--- config.mk ---
export PLATFORM = sky130hd
export DESIGN_NAME = ram_port_arbiter
export DESIGN_NICKNAME = d
export VERILOG_FILES = /design/src/rtl/ram_pkg.sv /design/src/rtl/rr_arb2.sv /design/src/rtl/ram_port_arbiter.sv
export SDC_FILE = /design/constraint.sdc
export NUM_CORES = 1
export LEC_CHECK = 0
export CORE_ASPECT_RATIO = 0.75
export CORE_MARGIN = 2
export CORE_UTILIZATION = 35
export CTS_BUF_LIST = sky130_fd_sc_hd__clkbuf_8
export CTS_CLUSTER_SIZE = 24
export DETAILED_ROUTE_END_ITERATION = 8
export GPL_TIMING_DRIVEN = 0
export PLACE_DENSITY = 0.83
export SKIP_CTS_REPAIR_TIMING = 1
export SLEW_MARGIN = 5
export SYNTH_ARGS = -nofsm -noshare
export SYNTH_HDL_FRONTEND = slang
export SYNTH_SLANG_ARGS = --single-unit
--- constraint.sdc ---
create_clock -name clk -period 2.9 [get_ports clk]
set_input_delay 0.58 -clock clk [delete_from_list [all_inputs] [get_ports clk]]
set_output_delay 0.58 -clock clk [all_outputs]
set_load 0.01 [all_outputs]
--- src/rtl/ram_pkg.sv ---
// Shared widths and types for the RAM command-side arbiter.
// Holds the requester ids, the command word and the read-tag format.
package ram_pkg;

  localparam int DATA_WIDTH = 8;
  localparam int ADDR_WIDTH = 5;

  typedef enum logic {
    REQ_A = 1'b0,
    REQ_B = 1'b1
  } req_id_e;

  typedef struct packed {
    logic                  wr;
    logic [ADDR_WIDTH-1:0] addr;
    logic [DATA_WIDTH-1:0] wdata;
  } ram_cmd_t;

  typedef struct packed {
    logic    vld;
    req_id_e id;
  } rd_tag_t;

  function automatic req_id_e other_req(input req_id_e id);
    return (id == REQ_A) ? REQ_B : REQ_A;
  endfunction

endpackage

--- src/rtl/rr_arb2.sv ---
// Two-way round-robin grant; the priority pointer flips to the loser after
// every grant, so a contending requester waits at most one cycle.
module rr_arb2
  import ram_pkg::*;
(
  input  logic       clk,
  input  logic       rst,
  input  logic [1:0] req_i,
  output logic [1:0] gnt_o
);

  req_id_e prio_q, prio_d;

  always_comb begin
    gnt_o = 2'b00;
    case (req_i)
      2'b01:   gnt_o = 2'b01;
      2'b10:   gnt_o = 2'b10;
      2'b11:   gnt_o = (prio_q == REQ_A) ? 2'b01 : 2'b10;
      default: gnt_o = 2'b00;
    endcase
  end

  always_comb begin
    prio_d = prio_q;
    if (gnt_o[0]) begin
      prio_d = other_req(REQ_A);
    end else if (gnt_o[1]) begin
      prio_d = other_req(REQ_B);
    end
  end

  always_ff @(posedge clk or negedge rst) begin
    if (!rst) begin
      prio_q <= REQ_A;
    end else begin
      prio_q <= prio_d;
    end
  end

endmodule

--- src/rtl/ram_port_arbiter.sv ---
// Serialises commands from requesters A and B onto a single-port RAM and
// routes each read's data back to its issuer through a two-stage tag pipe.
module ram_port_arbiter #(
  parameter int DATA_WIDTH = ram_pkg::DATA_WIDTH,
  parameter int ADDR_WIDTH = ram_pkg::ADDR_WIDTH
) (
  input  logic                  clk,
  input  logic                  rst,
  input  logic                  a_valid,
  output logic                  a_ready,
  input  logic                  a_wr,
  input  logic [ADDR_WIDTH-1:0] a_addr,
  input  logic [DATA_WIDTH-1:0] a_wdata,
  output logic                  a_rvalid,
  output logic [DATA_WIDTH-1:0] a_rdata,
  input  logic                  b_valid,
  output logic                  b_ready,
  input  logic                  b_wr,
  input  logic [ADDR_WIDTH-1:0] b_addr,
  input  logic [DATA_WIDTH-1:0] b_wdata,
  output logic                  b_rvalid,
  output logic [DATA_WIDTH-1:0] b_rdata,
  output logic                  ram_wr_en,
  output logic                  ram_rd_en,
  output logic [ADDR_WIDTH-1:0] ram_addr,
  output logic [DATA_WIDTH-1:0] ram_data_in,
  input  logic [DATA_WIDTH-1:0] ram_data_out
);

  import ram_pkg::*;

  logic [1:0] req;
  logic [1:0] gnt;
  logic       accept;
  req_id_e    gnt_id;
  ram_cmd_t   cmd_sel;

  // Requests are masked while reset is held so ready stays low throughout.
  assign req = {b_valid, a_valid} & {2{rst}};

  rr_arb2 u_arb (
    .clk   (clk),
    .rst   (rst),
    .req_i (req),
    .gnt_o (gnt)
  );

  assign a_ready = gnt[0];
  assign b_ready = gnt[1];
  assign accept  = |gnt;
  assign gnt_id  = gnt[1] ? REQ_B : REQ_A;

  always_comb begin
    cmd_sel = '{wr: a_wr, addr: a_addr, wdata: a_wdata};
    if (gnt[1]) begin
      cmd_sel = '{wr: b_wr, addr: b_addr, wdata: b_wdata};
    end
  end

  // RAM command stage
  logic                  wr_en_q, wr_en_d;
  logic                  rd_en_q, rd_en_d;
  logic [ADDR_WIDTH-1:0] addr_q, addr_d;
  logic [DATA_WIDTH-1:0] wdata_q, wdata_d;

  always_comb begin
    wr_en_d = 1'b0;
    rd_en_d = 1'b0;
    addr_d  = addr_q;
    wdata_d = wdata_q;
    if (accept) begin
      wr_en_d = cmd_sel.wr;
      rd_en_d = !cmd_sel.wr;
      addr_d  = cmd_sel.addr;
      if (cmd_sel.wr) begin
        wdata_d = cmd_sel.wdata;
      end
    end
  end

  always_ff @(posedge clk or negedge rst) begin
    if (!rst) begin
      wr_en_q <= 1'b0;
      rd_en_q <= 1'b0;
      addr_q  <= '0;
      wdata_q <= '0;
    end else begin
      wr_en_q <= wr_en_d;
      rd_en_q <= rd_en_d;
      addr_q  <= addr_d;
      wdata_q <= wdata_d;
    end
  end

  assign ram_wr_en   = wr_en_q;
  assign ram_rd_en   = rd_en_q;
  assign ram_addr    = addr_q;
  assign ram_data_in = wdata_q;

  // Stage 1 rides with the RAM command, stage 2 with ram_data_out.
  rd_tag_t tag1_q, tag1_d;
  rd_tag_t tag2_q, tag2_d;

  always_comb begin
    tag1_d.vld = accept && !cmd_sel.wr;
    tag1_d.id  = gnt_id;
    tag2_d     = tag1_q;
  end

  always_ff @(posedge clk or negedge rst) begin
    if (!rst) begin
      tag1_q <= '0;
      tag2_q <= '0;
    end else begin
      tag1_q <= tag1_d;
      tag2_q <= tag2_d;
    end
  end

  // Response demux
  logic                  a_rvalid_q, a_rvalid_d;
  logic                  b_rvalid_q, b_rvalid_d;
  logic [DATA_WIDTH-1:0] a_rdata_q, a_rdata_d;
  logic [DATA_WIDTH-1:0] b_rdata_q, b_rdata_d;

  always_comb begin
    a_rvalid_d = tag2_q.vld && (tag2_q.id == REQ_A);
    b_rvalid_d = tag2_q.vld && (tag2_q.id == REQ_B);
    a_rdata_d  = a_rdata_q;
    b_rdata_d  = b_rdata_q;
    if (a_rvalid_d) begin
      a_rdata_d = ram_data_out;
    end
    if (b_rvalid_d) begin
      b_rdata_d = ram_data_out;
    end
  end

  always_ff @(posedge clk or negedge rst) begin
    if (!rst) begin
      a_rvalid_q <= 1'b0;
      b_rvalid_q <= 1'b0;
      a_rdata_q  <= '0;
      b_rdata_q  <= '0;
    end else begin
      a_rvalid_q <= a_rvalid_d;
      b_rvalid_q <= b_rvalid_d;
      a_rdata_q  <= a_rdata_d;
      b_rdata_q  <= b_rdata_d;
    end
  end

  assign a_rvalid = a_rvalid_q;
  assign b_rvalid = b_rvalid_q;
  assign a_rdata  = a_rdata_q;
  assign b_rdata  = b_rdata_q;

endmodule

==> Word-level counts from Yosys, hierarchy flattened <==
Index checks and enable logic that the tools add are counted.
Widths: inputs -> output; s select.
{ "classes": {"bitwise": 2, "n_lt_le_gt_ge": 0, "n_mul": 0, "n_mux": 8, "shift": 0, "addsub": 0, "n_div": 0, "eq_ne": 3, "n_reduce_logical": 7} }
{ "op_table": {"columns": ["op", "count"], "rows": [
  ["$mux 14", 1],
  ["$pmux 2 s3", 1],
  ["$mux 1", 5],
  ["$eq 2x2->1 const B", 2],
  ["$logic_and 1x1->1", 3],
  ["$and 2x2->2", 1],
  ["$eq 2x1->1 const B", 1],
  ["$mux 2", 1],
  ["$reduce_and 2->1", 1],
  ["$reduce_bool 2->1", 1],
  ["$reduce_or 2->1", 1],
  ["$logic_not 1->1", 1],
  ["$not 1->1", 1]
]} }
{ "totals": {"inputBits": 40, "word_cells": 33, "memories": 0, "rom_bits": 0, "out_inout_bits": 35, "ramBits": 0, "latchBits": 0, "regBits": 38} }

==> Logic depth before layout (Yosys ltp) <==
{ "logic_depth": {"word_depth": 6, "depth_mapped": 5, "ltp_nobuf": 4} }

==> Cells and area by module <==
From an unflattened synthesis, not the netlist that was laid out.
{ "unflattened": {"cells_unflattened": 124, "hier_area_um2": 1599.0} }
{ "by_module_without_submodules": {"columns": ["mod", "seq_area_each_um2", "cells_each", "area_each_um2", "instances"], "rows": [
  ["ram_port_arbiter", 900.9, 117, 1537.7, 1],
  ["rr_arb2", 25.0, 7, 61.3, 1]
]} }

==> Worst setup path before layout <==
No wires, ideal clock.
{ "synth_timing": {"path_kind": "input -> register", "from": "in rst", "to": "reg wdata_q[6], in the netlist ram_data_in[6]", "stages": 5, "setup_time_ns": 0.125, "path_slack_ns": 1.136, "arrival_ns": 1.640, "path_buffers": 1, "required_ns": 2.775, "cell_sequence": "nand2_1 > a21oi_4 > buf_8 > mux2_4 > mux2_2"} }
{ "synth_via": {"elab_chain_len": 5, "elab_cells_between_ends": 8, "cone_classes": "eq/ne: 3; mux: 2; bitwise: 1; reduce/logical: 2"} }
{ "synth_rtl": {"columns": ["item", "line_no", "source"], "rows": [
  ["start: declaration", "ram_port_arbiter.sv:8", "input logic rst,"],
  ["$and 2x2->2 *", "ram_port_arbiter.sv:39", "assign req = {b_valid, a_valid} & {2{rst}};"],
  ["$eq 2x2->1 or $eq 2x1->1 (tied branches)", "rr_arb2.sv:16", "case (req_i)"],
  ["$pmux 2 s3 *", "rr_arb2.sv:16", null],
  ["named net b_ready", "ram_port_arbiter.sv:17", "output logic b_ready,"],
  ["$reduce_or 2->1 or $mux 14 (tied branches)", "ram_port_arbiter.sv:50, ram_port_arbiter.sv:55", null],
  ["$reduce_and 2->1 (no line)", null, null],
  ["end signal: assignment", "ram_port_arbiter.sv:91", "wdata_q <= wdata_d;"],
  ["end: declaration", "ram_port_arbiter.sv:64", "logic [DATA_WIDTH-1:0] wdata_q, wdata_d;"]
]} }
The timed path passes the listed nets; every way through them passes the cells marked *.
A chain may end at the register's enable or synchronous reset.

==> Final worst setup path <==
{ "layout_timing": {"from": "in b_valid", "to": "out b_ready"} }
{ "layout_via": {"elab_chain_len": 3, "elab_cells_between_ends": 5, "cone_classes": "eq/ne: 3; mux: 1; bitwise: 1"} }
{ "layout_rtl": {"columns": ["item", "line_no", "source"], "rows": [
  ["start: declaration", "ram_port_arbiter.sv:16", "input logic b_valid,"],
  ["$and 2x2->2 *", "ram_port_arbiter.sv:39", null],
  ["$eq 2x2->1 or $eq 2x1->1 (tied branches)", "rr_arb2.sv:16", null],
  ["$pmux 2 s3 *", "rr_arb2.sv:16", null],
  ["end: declaration", "ram_port_arbiter.sv:17", null]
]} }
Every way passes the cells marked *; elsewhere a longest branch is shown, timed or not.

==> flow_summary.ini <==
[run_status]
status = completed

[timing]
rsz0062_at_grt = false
timing.final.max_slew_violations = 0
tightestPinTransition_ns = 0.490
layout_setup_ws_ns = 0.253
fin_crit_sh_pct = 91.3
setup_violations = 0
skew_ns = 0.00266
max-slew-margin-rel_pct = 67.4
setup_tns_ns = 0
fin_crit_ns = 2.65
max_freq_ghz = 0.378
hold_viol_final = 0

[global_route]
antenna_found_initial = 0
grt_max_degree = 42
grt.met3_usage_pct = 5.95
gr-total-overflow = 0
grt.busiest_layer = met2
grt.total_usage_pct = 15.3
use_met1_pct = 16.6
grt_pass1_wl_mm = 5.46
grt_use_met2_pct = 27.7
grt_pass1_vias = 1161

[pwr]
power_density_mw_per_mm2 = 655
power.leakage_nw = 1.05
vdd_drop_max_uv = 341

[clock_network]
clkLatencyLatePin_ns = 0.28
cts_buffers = 5
cts-root-buf = clkbuf_8
cts.clk_slew.worst_paths_ns = 0.07
cts_tree = done
htreeDepth = 2
cts_sinks = 37
clock_path_buffers = 2

[finish]
syn2layout_area_growth_pct = 62.4
ff_latch_area_um2 = 926
multiInputGateArea_um2 = 553
post-route-util_pct = 60.0
final_nets = 226
drive_gt1_share_pct = 24.6
n_antenna_cell = 0
fillers = 339

[setup_path]
startpoint_type = input port
path_class = in2out
worstPathMaxFanout = 11
cp.arrival_ns = 2.07
cp-end-kind = output pin
required_ns = 2.32

[synthesis]
syn_area_per_cell_um2 = 14.7
synth.top_cell.area_share_pct = 61.1
synth_cell_types = 16
synthesis.area_mm2 = 0.00152
synth_area_leaders = dfrtp_1, mux2_2, mux2i_1, a21oi_4, o21ai_0
synth_top_cell_by_area = dfrtp_1
synthCells = 103
ys_warn_count = 0
ys_ff_latch = 37
syn-num-nets = 143
seq_area_frac_synth_pct = 61.1

[die]
die_area_mm2 = 0.00488
die_w_um = 80.0
die_height_um = 61.0
start_util_pct = 37.0
row_count = 20
core_mm2 = 0.00410
io_pins = 75

[placement]
gp_congestion = 0.672
port_buffers = 74
pre_cts_slack_ns = -0.325
dp_hpwl_mm = 2.64

[drt]
dr_total_vias = 1126
drt_iter0_drc = 47
wl_per_cell_um = 14.1
dr.pass1.iters = 4
drc = 0
post_drt_via_cell_ratio = 4.65
routed_wl_mm = 3.41
ant_nets = 0

[flow_run]
maxCapViolCount = 0

[worst_hold_path]
hp-class = in2async
==> power breakdown <==
part,internal (mW),switching (mW),total [mW]
Clock,0.279,0.178,0.457
Combinational,0.313,0.167,0.480
Sequential,0.622,0.0528,0.675
==> logic make-up (layout without fill, tap and decap cells) <==
| kind of cell | count (synthesis) | after routing | share of synthesized area [%] |
|---|---|---|---|
| AO/OA/AOI/OAI | 10 | 10 | 5.12 |
| multiplexers | 37 | 37 | 27.6 |
| flip-flops | 37 | 37 | 61.1 |
| AND/OR/NAND/NOR | 12 | 12 | 3.80 |
| buffers and inverters | 7 | 91 | 2.47 |
==> per-stage QoR <==
step	hold slack [ns]	instances	total power [mW]	cell area, um^2
floorplan	0.284	103	0.860	1520
global placement	0.333	232	1.15	2330
detailed placement	0.350	232	1.17	2320
CTS	0.364	240	1.63	2440
global route	0.207	242	1.70	2460
finish	0.193	242	1.61	2460
==> cell usage in the layout, fill, tap and decap left out, drive strengths merged <==
cell and instances:
a21o 1, clkinvlp 1, nand2 8, a211oi 1
clkdlybuf4s50 73, nand2b 1, mux2 32, bufinv 1
and3 1, buf 4, clkbuf 8, and4 1
inv 4, mux2i 5, dfrtp 37, a21oi 2
o21ai 6, nor2b 1
==> synth_stat cells (all sizes together) <==
cell type,n
dfrtp,37
mux2,32
nand2,8
o21ai,6
mux2i,5
inv,4
a21oi,2
clkbuf,2
a211oi,1
a21o,1
and3,1
and4,1
buf,1
nand2b,1
nor2b,1
==> area by class of cell <==
type	instances	area share, %
tap	55	2.79
sequential	37	37.6
clock buffer	6	3.35
buffer	3	0.915
multi-input combinational	59	22.5
timing repair buffer	76	30.7
clock inverter	2	1.52
inverter	4	0.610
==> sequential cells by signal, summed over array words and instances, names as in the netlist <==
name / count
tag2_q: 2
ram_data_in: 8
ram_wr_en: 1
a_rdata: 8
ram_rd_en: 1
u_arb.prio_q: 1
b_rvalid: 1
a_rvalid: 1
ram_addr: 5
b_rdata: 8
tag1_q: 1
==> metal layers <==
layer,vias up,wire [um]
li1,525,-
met1,543,1330
met2,50,1720
met3,8,293
met4,0,58
met5,-,0
==> worst max-delay path, stage by stage <==
cell and delay [ns]:
clkdlybuf4s50_1 0.49, nand2_1 0.10, a21oi_4 0.18, buf_8 0.17, clkdlybuf4s50_1 0.54
==> path summary, 6_finish.rpt <==
kind,start,endpoint,slack [ns],cells past startpoint
max,b_valid,b_ready,0.25,5
min,rst,b_rvalid,0.19,1
max reg2reg,u_arb.prio_q,ram_data_in[6],1.32,5
min reg2reg,tag1_q[0],tag2_q[0],0.36,0
max in group asynchronous,rst,ram_addr[1],2.44,1
min in group clk,tag1_q[0],tag2_q[0],0.36,0
Power figures use the tool's default switching activity.
==> RTL edit 1, RTL diff (config.mk and constraints unchanged) <==
The package constant `ADDR_WIDTH` goes from 5 to 4.
--- a/src/rtl/ram_pkg.sv
+++ b/src/rtl/ram_pkg.sv
@@ -5,3 +5,3 @@
   localparam int DATA_WIDTH = 8;
-  localparam int ADDR_WIDTH = 5;
+  localparam int ADDR_WIDTH = 4;
 
Ports: changed (resized a_addr, b_addr and ram_addr); port bits go from 75 to 72. No check against the original RTL was run, so the function may have changed too.
==> RTL edit 1 against the original RTL <==
Clock skew about the same. Synthesized area fell by 3.1%. Setup slack worse by 55 ps. Critical path depth is the same. Routed wire length down 2.2%. Synthesized cell count decreased by 4.9%. Cell area shrank 4.4%. Sequential cell count is 1 lower. Power fell by 7.8%.
==> RTL edit 1: results (changes against the original RTL) <==
| Metric | Value |
|---|---|
| Worst slew margin | `60.2% (-7.1 points)` |
| Clk_skew | `2.57 ps (-0.0902 ps)` |
| Buffers on Ports | `71 (-4.1%)` |
| Seq cells post-synth | `36 (-2.7%)` |
| Clock power share | `23.9% (-4.5 points)` |
| Cell variety after synth | `17 (+1)` |
| Sequential cell area | `901 sq um (-2.7%)` |
| Fin cells | `234 (-3.3%)` |
| Static leakage | `1.02 nW (-3.1%)` |
| Status | `complete, no violations` |
| Layout cells sized above 1 | `24.6% (about the same)` |
| Signal buf overhead | `31.5% (-0.15 points)` |
| Switching Fraction | `26.1% (+1.4 points)` |
| ClkCell Share | `3.83% (-1.1 points)` |
| Post-Syn Nets | `136 (-4.9%)` |
| Global-route wire length before repair | `5400 um (-1.1%)` |
| Hold WC Path Type | `primary input to asynchronous set/reset pin` |
| FILL cells | `309 (-8.8%)` |
| Largest net degree at the start of global routing | `41 (-2.4%)` |
| Register-to-register setup slack | `1350 ps (+30 ps)` |
| Pre-CTS setup slack | `-283 ps (+42.9 ps)` |
| Bufs w/o clock | `75 (-5.1%)` |
| Fraction of area in multi-input gates | `22.8% (+0.39 points)` |
| Die area | `4740 sq um (-3.0%)` |
| Critical path arrival | `2120 ps (+50 ps)` |
| DR vias/cell | `4.61 (-0.90%)` |
| GRT Util Overall | `15.5% (+0.16 points)` |
| Final worst-path setup slack | `197 ps (-55.4 ps)` |
| Starting DRT DRC Count | `19 (-60%)` |
| Inverters excl. clock | `4 (unchanged)` |
| Crit-path max cell delay | `570 ps (+30 ps)` |
| Multi-In Gates | `56 (-5.1%)` |
| Hold slack | `181 ps (-12.3 ps)` |
| WL final | `3330 um (-2.2%)` |
| Multi-input gate area | `538 sq um (-2.7%)` |
| Vias in the first global route | `1147 (-1.2%)` |
| Clk pwr | `356 uW (-22%)` |
| Sequential power | `658 uW (-3%)` |
| VDD IR max | `0.362 mV (+6.0%)` |
| Area of placed instances | `2240 sq um (-3.3%)` |
| Commonest cells post-synth | `36 x dfrtp_1, 29 x mux2_2, 7 x nand2_1` |
| Post-Syn Instances | `98 (-4.9%)` |
| Final HPWL DP | `2370 um (-10%)` |
[RTL edit 1: cells by family (layout without fill, tap and decap cells)]
family / Yosys count / in the layout / synth area share, %
flops: 36 / 36 / 61.3
buf+inv: 6 / 87 / 2.04
mux: 36 / 36 / 28.0
simple gates: 11 / 11 / 3.66
compound gates: 9 / 9 / 4.94
[RTL edit 1: routing by layer]
layer	track usage, %	up-vias	wire length (um)
met3	10.4	4	502
met5	0	-	0
met1	17.3	507	1300
met2	23.7	65	1490
met4	5.76	0	34
li1	-	503	-
[RTL edit 1: final timing paths]
check	startpoint	end	cells after the start
max	b_valid	b_ready	5
min	rst	ram_data_in[0]$_DFFE_PN0P_	1
max reg2reg	u_arb.prio_q$_DFFE_PN0P_	ram_data_in[5]$_DFFE_PN0P_	5
min reg2reg	tag1_q[0]$_DFF_PN0_	tag2_q[0]$_DFF_PN0_	0
max in group asynchronous	rst	a_rdata[7]$_DFFE_PN0P_	1
min in group clk	tag1_q[0]$_DFF_PN0_	tag2_q[0]$_DFF_PN0_	0
==> RTL edit 2, RTL diff (config.mk and constraints unchanged) <==
Without the edit above. Make the reset (`rst`) synchronous in 4 clocked blocks.
--- a/src/rtl/rr_arb2.sv
+++ b/src/rtl/rr_arb2.sv
@@ -32,3 +32,3 @@
 
-  always_ff @(posedge clk or negedge rst) begin
+  always_ff @(posedge clk) begin
     if (!rst) begin
--- a/src/rtl/ram_port_arbiter.sv
+++ b/src/rtl/ram_port_arbiter.sv
@@ -80,3 +80,3 @@
 
-  always_ff @(posedge clk or negedge rst) begin
+  always_ff @(posedge clk) begin
     if (!rst) begin
@@ -109,3 +109,3 @@
 
-  always_ff @(posedge clk or negedge rst) begin
+  always_ff @(posedge clk) begin
     if (!rst) begin
@@ -138,3 +138,3 @@
 
-  always_ff @(posedge clk or negedge rst) begin
+  always_ff @(posedge clk) begin
     if (!rst) begin
Formal check against the unedited RTL: differs if rst is asserted again (counterexample within 4 cycles, from zero or initial values and one cycle with rst low); with rst held inactive, the same outputs for 10 cycles.
==> RTL edit 2 against the original RTL <==
Routed wire length rose by 3.1%. Synthesized area fell by 3.5%. Maximum frequency fell by 3.8%. Global-route usage rose by 1.3 points. Synthesized cell count rose by 50%. Sequential cell count rose by 1. Critical path depth did not move. Setup slack got worse by 110 ps. Hold slack improved by 240 ps. Cell area fell by 4.5%. Critical path type unchanged. Highest routed layer unchanged.
Power is not compared: it rests on default switching activity, and its combinational part moved more than twofold at a synthesized area within 25%.
==> RTL edit 2: results (changes against the original RTL) <==
| Metric | Value |
|---|---|
| Status | `complete, no violations` |
| PwrDens | `458 nW/um^2` |
| Register-to-register setup slack | `1540 ps (+220 ps)` |
| Crit Reg-Reg Startpoint | `u_arb.prio_q$_SDFFE_PN0P_` |
| Reg2Reg Depth | `4 (-1)` |
| Post-Syn Nets | `194 (+36%)` |
| Clk_skew | `2.09 ps (-0.569 ps)` |
| Met2 Resource Use GR | `27.2% (-0.51 points)` |
| Hold WC Path Type | `flip-flop to flip-flop` |
| Multi-input gate area | `631 sq um (+14%)` |
| Setup TNS | `0 ps (unchanged)` |
| Commonest cells post-synth | `38 x dfxtp_1, 27 x nand2_1, 19 x a21oi_1` |
| Syn Area/Cell | `9.51 sq um (-35%)` |
| Cell variety after synth | `26 (+10)` |
| Hold slack | `434 ps (+241 ps)` |
| Wl on met1 | `1480 um (+11%)` |
| Initial core utilization | `36.3% (-0.62 points)` |
| Pre-CTS setup slack | `140 ps (+465 ps)` |
| Vias in the first global route | `1386 (+19%)` |
| Final HPWL DP | `2750 um (+4.0%)` |
| Worst hold start | `tag1_q[0]$_SDFF_PN0_` |
| Met1 GRT Util | `19.3% (+2.7 points)` |
| Worst setup path startpoint | `a_valid` |
| Area of placed instances | `2270 sq um (-2.0%)` |
| Met3 WL | `338 um (+15%)` |
| Fin cells | `290 (+20%)` |
| Worst setup path endpoint | `a_ready` |
| FILL cells | `368 (+8.6%)` |
| GRT Util Overall | `16.6% (+1.3 points)` |
| DR vias/cell | `4.79 (+2.9%)` |
| Ranking of synthesized cells by area | `dfxtp_1 52%, mux2i_1 7.5%, nand2_1 6.9%, a21oi_1 6.5%, o2bb2ai_1 4.8%` |
| Post-synthesis sequential area ratio | `52.0% (-9.1 points)` |
| Starting DRT DRC Count | `36 (-23%)` |
| Metal2 WL | `1650 um (-4.1%)` |
| Tcrit/Tclk final | `94.9% (+3.6 points)` |
| Clock latency at the later pin of the worst-skew pair | `280 ps (about the same)` |
| Hold EP | `tag2_q[0]$_SDFF_PN0_` |
| Critical path arrival | `2170 ps (+100 ps)` |
| Max FO, Critical Path | `5 (-6)` |
| Main synth FF type | `dfxtp_1` |
| RePlAce Congestion | `0.818 (+22%)` |
| RR Endpoint | `ram_data_in[0]$_SDFFE_PN0P_` |
| Async set-or-reset flop fraction in the synthesized netlist | `0% (-100 points)` |
| WL final | `3520 um (+3.1%)` |
| Final nets | `275 (+22%)` |
| Met3 Use GR | `6.50% (+0.54 points)` |
| Layout cells sized above 1 | `7.23% (-17 points)` |
| Largest net degree at the start of global routing | `12 (-71%)` |
| Global-route wire length before repair | `5930 um (+8.7%)` |
| H-tree levels | `2 (unchanged)` |
| Worst slew margin | `65.8% (-1.5 points)` |
RTL edit 2: changes by cell type in the layout (fill, tap and decap cells not counted), sizes merged, moves of 8 or more:
cell,change
mux2,-32
nand2,+20
dfrtp,-37
dfxtp,+38
a21oi,+17
o2bb2ai,+8
nand3,+8
RTL edit 2: cell families after synthesis:
kind of cell           Yosys count  synth area share (%)
and+or+nand+nor                 51                  16.9
muxes                           11                  7.52
buffers and inverters           14                  4.96
DFF                             38                  52.0
AOI/OAI and AO/OA               40                  18.6
RTL edit 2: cell type report:
cell class                      instances  area share [%]
Sequential cell                        38            32.3
Timing Repair Buffer                   74            31.5
Multi-Input combinational cell        102            26.8
Clock buffer                            5            2.93
Tap cell                               55            2.93
Buffer                                 10            2.45
Inverter                                4           0.638
Clock inverter                          2           0.426
RTL edit 2: worst max-delay path: stages:
cell	delay (ps)
clkdlybuf4s50_1	550
a21boi_4	310
inv_1	90
nor2_1	100
clkdlybuf4s50_1	550
